File: src/rtl/multiword_add_sequencer.sv
// multiword_add_sequencer
//   WIDTH-bit add/subtract built from a single 4-bit ripple slice that is
//   reused over N = WIDTH/4 cycles, least significant nibble first. The
//   inter-nibble carry lives in carry_q, so the critical path is one nibble
//   ripple regardless of WIDTH.
//
//   WIDTH must be a multiple of 4 and at least 4.
//
// Ports
//   clk    in   rising-edge clock
//   rst_n  in   synchronous reset, active low
//   start  in   request, sampled only in IDLE
//   sub    in   0: a+b+cin, 1: a-b (cin ignored), sampled with start
//   a, b   in   operands, sampled with start
//   cin    in   add carry-in, sampled with start
//   busy   out  high during the N RUN cycles
//   done   out  one-cycle pulse, sum/cout/ovf final in that cycle
//   sum    out  result (fills nibble by nibble, valid only with done)
//   cout   out  carry out of the MSB (subtract: 1 = no borrow)
//   ovf    out  two's-complement signed overflow
module multiword_add_sequencer #(
    parameter int WIDTH = 16
) (
    input  logic             clk,
    input  logic             rst_n,
    input  logic             start,
    input  logic             sub,
    input  logic [WIDTH-1:0] a,
    input  logic [WIDTH-1:0] b,
    input  logic             cin,
    output logic             busy,
    output logic             done,
    output logic [WIDTH-1:0] sum,
    output logic             cout,
    output logic             ovf
);

    localparam int N     = WIDTH / 4;
    localparam int IDX_W = (N > 1) ? $clog2(N) : 1;
    localparam int SEL_W = IDX_W + 2;

    typedef enum logic [1:0] {IDLE, RUN, DONE} state_t;

    state_t             state_q;
    logic [IDX_W-1:0]   idx_q;
    logic               carry_q;
    logic [WIDTH-1:0]   a_q;
    logic [WIDTH-1:0]   b_q;
    logic [WIDTH-1:0]   sum_q;
    logic               cout_q;
    logic               ovf_q;
    logic               busy_q;
    logic               done_q;

    // Slice datapath: one 4-bit adder, 5-bit result {carry, sum}.
    logic [SEL_W-1:0]   lsb_sel;
    logic [3:0]         a_nib;
    logic [3:0]         b_nib;
    logic [4:0]         slice_d;
    logic               last_d;
    logic               ovf_d;

    always_comb begin
        lsb_sel = {idx_q, 2'b00};
        a_nib   = a_q[lsb_sel +: 4];
        b_nib   = b_q[lsb_sel +: 4];
        slice_d = {1'b0, a_nib} + {1'b0, b_nib} + {4'b0000, carry_q};
        last_d  = (idx_q == IDX_W'(N - 1));
        // b_q already holds ~b for subtract, so this is the plain same-sign
        // rule on the effective operands.
        ovf_d   = (a_q[WIDTH-1] == b_q[WIDTH-1]) && (slice_d[3] != a_q[WIDTH-1]);
    end

    always_ff @(posedge clk) begin
        if (!rst_n) begin
            state_q <= IDLE;
            idx_q   <= '0;
            carry_q <= 1'b0;
            a_q     <= '0;
            b_q     <= '0;
            sum_q   <= '0;
            cout_q  <= 1'b0;
            ovf_q   <= 1'b0;
            busy_q  <= 1'b0;
            done_q  <= 1'b0;
        end else begin
            case (state_q)
                IDLE: begin
                    if (start) begin
                        a_q     <= a;
                        // Subtract is a + ~b + 1: invert b once here and
                        // seed the carry, so the slice only ever adds.
                        b_q     <= sub ? ~b : b;
                        carry_q <= sub ? 1'b1 : cin;
                        idx_q   <= '0;
                        sum_q   <= '0;
                        cout_q  <= 1'b0;
                        ovf_q   <= 1'b0;
                        busy_q  <= 1'b1;
                        state_q <= RUN;
                    end
                end
                RUN: begin
                    sum_q[lsb_sel +: 4] <= slice_d[3:0];
                    carry_q             <= slice_d[4];
                    if (last_d) begin
                        cout_q  <= slice_d[4];
                        ovf_q   <= ovf_d;
                        busy_q  <= 1'b0;
                        done_q  <= 1'b1;
                        state_q <= DONE;
                    end else begin
                        idx_q <= idx_q + 1'b1;
                    end
                end
                DONE: begin
                    // start is deliberately not looked at here; it is never queued.
                    done_q  <= 1'b0;
                    state_q <= IDLE;
                end
                default: begin
                    state_q <= IDLE;
                    busy_q  <= 1'b0;
                    done_q  <= 1'b0;
                end
            endcase
        end
    end

    assign busy = busy_q;
    assign done = done_q;
    assign sum  = sum_q;
    assign cout = cout_q;
    assign ovf  = ovf_q;

endmodule

File: config.mk
export PLATFORM = sky130hd
export DESIGN_NAME = multiword_add_sequencer
export DESIGN_NICKNAME = d
export VERILOG_FILES = /design/src/rtl/multiword_add_sequencer.sv
export SDC_FILE = /design/constraint.sdc
export NUM_CORES = 1
export LEC_CHECK = 0
export ABC_AREA = 1
export CORE_ASPECT_RATIO = 1.1
export CORE_UTILIZATION = 55
export DETAILED_ROUTE_END_ITERATION = 16
export DONT_BUFFER_PORTS = 1
export PLACE_DENSITY = 0.76
export SLEW_MARGIN = 40
export SYNTH_ARGS = -nofsm -noshare
export SYNTH_HDL_FRONTEND = slang
export SYNTH_SLANG_ARGS = --single-unit
File: constraint.sdc
create_clock -name clk -period 2.7 [get_ports clk]
set_input_delay 0.54 -clock clk [delete_from_list [all_inputs] [get_ports clk]]
set_output_delay 0.54 -clock clk [all_outputs]
set_load 0.02 [all_outputs]
Word level (Yosys, flattened, before mapping)
Cells that the tools add are included.
- flip-flop bits (word level): 57
- input port bits: 37
- reductions and logical operators: 10
- equality and inequality tests: 8
- muxes and demuxes: 23
- shift-type cells: 4
- bitwise logic cells: 3
- add/subtract/negate cells: 4
- operators by type and width (kind ; number):
    $mux W16 ; 2
    $pmux W16 S2 ; 1
    $shiftx A16 B5 Y4 ; 2
    $bwmux W16 ; 1
    $not A16 Y16 ; 1
    $shift A4 B6 Y16 const A ; 1
    $shiftx A4 B6 Y16 ; 1
    $reduce_and A3 Y1 ; 3
    $mux W1 ; 8
    $mux W2 ; 4
    $pmux W1 S2 ; 4
    $pmux W2 S2 ; 2
    $reduce_and A2 Y1 ; 4
    $ne A2 B2 Y1 const B ; 3
    $neg A4 Y6 ; 1
    $add A4 B4 Y5 ; 1
    $add A5 B1 Y5 ; 1
    $eq A2 B2 Y1 const B ; 2
    $pmux W1 S3 ; 1
    $add A2 B1 Y2 const B ; 1
    $eq A2 B1 Y1 const B ; 1
    $logic_not A2 Y1 ; 1
    $not A1 Y1 ; 2
    $reduce_bool A2 Y1 ; 1
    3 further kinds ; 3

Depth between registers and ports, before layout
- depth in word-level cells: 7
- mapped depth: 11
- mapped depth without buffers: 10

Worst setup path after synthesis
No wires, ideal clock.
- kind: register to register
- start point: reg idx_q[0]
- end point: reg sum_q[14], in the netlist sum[14]
- slack: 0.372 ns
- stages on the path, launching flop included: 12
- path buffers: 1
- arrival: 2.263 ns
- clock period less this slack: 2.328 ns
- library setup time: 0.065 ns
- cell sequence: dfxtp_1 inv_2 clkbuf_1 nor2_1 o22ai_1 fa_1 fa_1 xor2_1 nand2_1 nor2_1 a22oi_1 nor2_1
- word-level cells in the longest chain between the ends: 6
- elaborated cells between the ends (all ways): 9
- classes of those cells: 3 x add/sub; 4 x shift; 2 x mux
- ends and longest elaborated chain (what ; line ; source):
    from (decl) ; 45 ; logic [IDX_W-1:0] idx_q;
    from (signal assigned) ; 113 ; idx_q <= idx_q + 1'b1;
    $shiftx A16 B5 Y4, on equally long branches ; 65, 66 ;
    $add A4 B4 Y5 ; 67 ; slice_d = {1'b0, a_nib} + {1'b0, b_nib} + {4'b0000, carry_q};
    $add A5 B1 Y5 ; 67 ;
    $shiftx A4 B6 Y16 ; 104 ; sum_q[lsb_sel +: 4] <= slice_d[3:0];
    $bwmux W16 * ; 104 ;
    $pmux W16 S2 * ; 87 ; case (state_q)
    to (signal, indexed assignment) ; 104 ;
    to (decl) ; 49 ; logic [WIDTH-1:0] sum_q;
Every way passes the cells marked *; elsewhere a longest branch is shown, timed or not.
A chain may end at the register's enable or synchronous reset.

Worst setup path after layout
- start point: reg idx_q[1]
- end point: reg sum_q[14], in the netlist sum[14]
The elaborated chain is that of the path after synthesis.

==> impl_metrics.json <==
{
  "filler_cell_count": 423,
  "postRouteWirelength_um": 5880,
  "grt_max_degree": 40,
  "worstSetupStartpoint": "idx_q[1]",
  "critPathArrivalTime_ns": 2.79,
  "power.leakage_uw": 0.00111,
  "ctsResizeCount": 0,
  "f_max_ghz": 0.399,
  "hpwl_um": 4150,
  "startpoint_type": "flop",
  "die-area_sq_um": 5400,
  "post_cts.repair.setup_buffers": 0,
  "synth-seq-cells": 57,
  "period_share": 0.928,
  "dr.pass1.iters": 4,
  "timing.setup.critical_path_class": "reg2reg",
  "final_hold_viol_count": 0,
  "crit_path_end_kind": "flop",
  "gp_routability_congestion": 0.869,
  "root_buffer": "sky130_fd_sc_hd__clkbuf_8",
  "finalCoreUtilization": 0.618,
  "post-route-worst-setup-slack_ns": 0.193,
  "edff_count_synth": 0,
  "setup_viol": 0,
  "vias_per_cell": 5.55,
  "maxSlewViolCount": 0,
  "reg2reg_setup_slack_ns": 0.19,
  "critical_path.slowest_cell": "sky130_fd_sc_hd__dfxtp_1",
  "detailedPlace.worstSlack_ns": 0.224,
  "r2r_end": "sum[14]",
  "worst_path_dominant_cell_family": "adder cells",
  "worst_max_slew_pin_slew_ns": 0.738,
  "skew_ns": 0.00735,
  "clock_tree.htree_level_count": 3,
  "rsz0062_at_grt": "false",
  "synth.yosys.warnings": 0,
  "detail_route.wl_per_cell_um": 14.7,
  "syn2layout_area_growth_pct": 5.12,
  "sequential_cell_area_sq_um": 1140,
  "synth.cell_area_sq_um": 2810,
  "grt_pass1_wl_um": 9770,
  "die_h_um": 77.0,
  "postSynthAreaPerCell_sq_um": 8.15,
  "number_of_clock_buffers_inserted_by_tritoncts": 9,
  "hp-start": "rst_n",
  "post_synth_num_cell_types": 31,
  "boundaryPins": 57,
  "synth_cells": 345,
  "clock_latency_ns": 0.34,
  "post-route-drc-count": 0,
  "slew_headroom": 0.507,
  "hp-class": "in2reg",
  "number_of_clock_sinks": 57,
  "crit_reg_reg_startpoint": "idx_q[1]",
  "worstHoldPathCells": 2,
  "min_period_ns": 2.51,
  "grt_pass1_vias": 2109,
  "final_net_count": 386,
  "critPathMaxFanout": 11,
  "crit_chain": "inv_2, o21ai_1, o22ai_1, fa_1, fa_1, xor2_1, nand2_1, nor2_1, a22oi_1, nor2_1",
  "yosysSeqAreaShare": 0.406,
  "post_route_cells_drive_above_1_share": 0.165,
  "route.antenna.remaining_nets": 0,
  "core_sq_um": 4780,
  "grt_use_total": 0.235,
  "yosysTopAreaCellShare": 0.406,
  "gr-total-overflow": 0,
  "hold_end": "carry_q",
  "dominantRegCellSynth": "sky130_fd_sc_hd__dfxtp_1",
  "r2r_cells": 10,
  "fin_setup_tns_ns": 0,
  "crit_buf_inv": 1,
  "synthesis.nets": 391,
  "io_buffer_count": 0,
  "multi_input_gate_area_sq_um": 1460,
  "outcome": "finished, final reports clean",
  "detailedRoute.firstIterationViolations": 126,
  "synthTopCellsByArea": "sky130_fd_sc_hd__dfxtp_1 41%, sky130_fd_sc_hd__nor2_1 9.2%, sky130_fd_sc_hd__a211oi_2 7.1%, sky130_fd_sc_hd__nand2_1 4.7%, sky130_fd_sc_hd__xnor2_1 4.7%",
  "ir_drop_mv": 0.439,
  "die_span_in_x_um": 70.2,
  "initial_utilization": 0.588,
  "cts_max_path_buffers": 2,
  "netlist.top_cell.by_area": "sky130_fd_sc_hd__dfxtp_1",
  "power_density_nw_per_um2": 713,
  "total_via_count_in_the_routed_design": 2227,
  "antenna_cells_inserted": 0,
  "asyncSetResetFlopFracSynth": 0,
  "timing.critical_path.required_ns": 2.98,
  "grt_antenna_before_repair": 0,
  "core.rowCount": 26,
  "cts_hold_buf": 0,
  "drv.max_cap_violation_count": 0,
  "cts.clk_slew.worst_paths_ns": 0.07,
  "slowest_delay_ns": 0.53,
  "cts_tree": "built"
}
## synthesized netlist by cell type (8+ instances only)
master / number
sky130_fd_sc_hd__a211oi_2: 16
sky130_fd_sc_hd__a21oi_1: 25
sky130_fd_sc_hd__dfxtp_1: 57
sky130_fd_sc_hd__inv_1: 8
sky130_fd_sc_hd__inv_2: 11
sky130_fd_sc_hd__nand2_1: 35
sky130_fd_sc_hd__nand3_1: 11
sky130_fd_sc_hd__nor2_1: 69
sky130_fd_sc_hd__o21ai_0: 24
sky130_fd_sc_hd__o21ai_1: 16
sky130_fd_sc_hd__o22ai_1: 8
sky130_fd_sc_hd__xnor2_1: 15
## worst max path at each step
stage               slack [ns]  cells past startpoint      end
finish                    0.19                     10  sum[14]
global route              0.05                     10   sum[6]
CTS                       0.21                     10  sum[14]
detailed placement        0.22                     10   sum[6]
global placement          0.34                     10  sum[14]
floorplan                 0.37                     11  sum[14]
## state kept, by name (all words and copies together) (netlist names)
signal / cells
a_q: 16
b_q: 16
sum: 16
idx_q: 2
state_q: 2
busy: 1
carry_q: 1
cout: 1
done: 1
ovf: 1
## routing by layer
| metal | global-route usage | vias up | wire length (um) |
|---|---|---|---|
| met2 | 0.391 | 51 | 2880 |
| met5 | 0 | - | 0 |
| met3 | 0.0841 | 9 | 268 |
| met1 | 0.268 | 1020 | 2630 |
| met4 | 0.104 | 0 | 99 |
| li1 | - | 1147 | - |
## stage by stage
step	std cells	hold WS, ns	power, uW	instance area, sq um
after floorplan	345	0.449	1350	2810
after global placement	385	0.476	1400	2780
after detailed placement	385	0.479	1420	2780
after CTS	401	0.319	2120	2960
after global routing	401	0.334	2220	2960
final	401	0.326	2110	2960
## kinds of logic after synthesis
logic type                 synth area share
and+or+nand+nor                       0.205
buffers and inverters                0.0752
adders and majority gates            0.0454
AOI/OAI and AO/OA                     0.215
DFF                                   0.406
xor gates and xnor gates             0.0530
## worst register-to-register path, delay by kind of cell, from the launching register on
family | cells | cell delay (ns)
buffers and inverters | 1 | 0.18
AOI/OAI and AO/OA | 3 | 0.29
and+or+nand+nor | 3 | 0.32
DFF | 1 | 0.53
xor gates and xnor gates | 1 | 0.24
adders and majority gates | 2 | 0.87
## area by class of cell
type / count / area share
sequential: 57 / 0.386
clock buffer: 13 / 0.0538
timing repair buffer: 4 / 0.0102
multi-input combinational: 247 / 0.494
tap: 56 / 0.0237
clock inverter: 3 / 0.00508
inverter: 21 / 0.0275
## layout by cell type, fill, tap and decap left out, drive strengths merged
cell	n
nand3	11
a211oi	16
o22ai	8
inv	20
fa	2
a21oi	25
xor2	2
nand2	37
clkbuf	13
nor2	75
nand4	2
ha	7
buf	4
dfxtp	57
nor4	2
o31ai	2
o21ai	40
nor3	1
xnor2	15
clkinv	4
a22oi	2
## report_power, final
part	switching, uW	total, uW	internal [uW]	leakage, uW
Sequential	50.6	951	900	0.000468
Clock	324	702	378	0.0000932
Combinational	293	456	164	0.000547
Total	667	2110	1440	0.00111
Power figures use the tool's default switching activity.
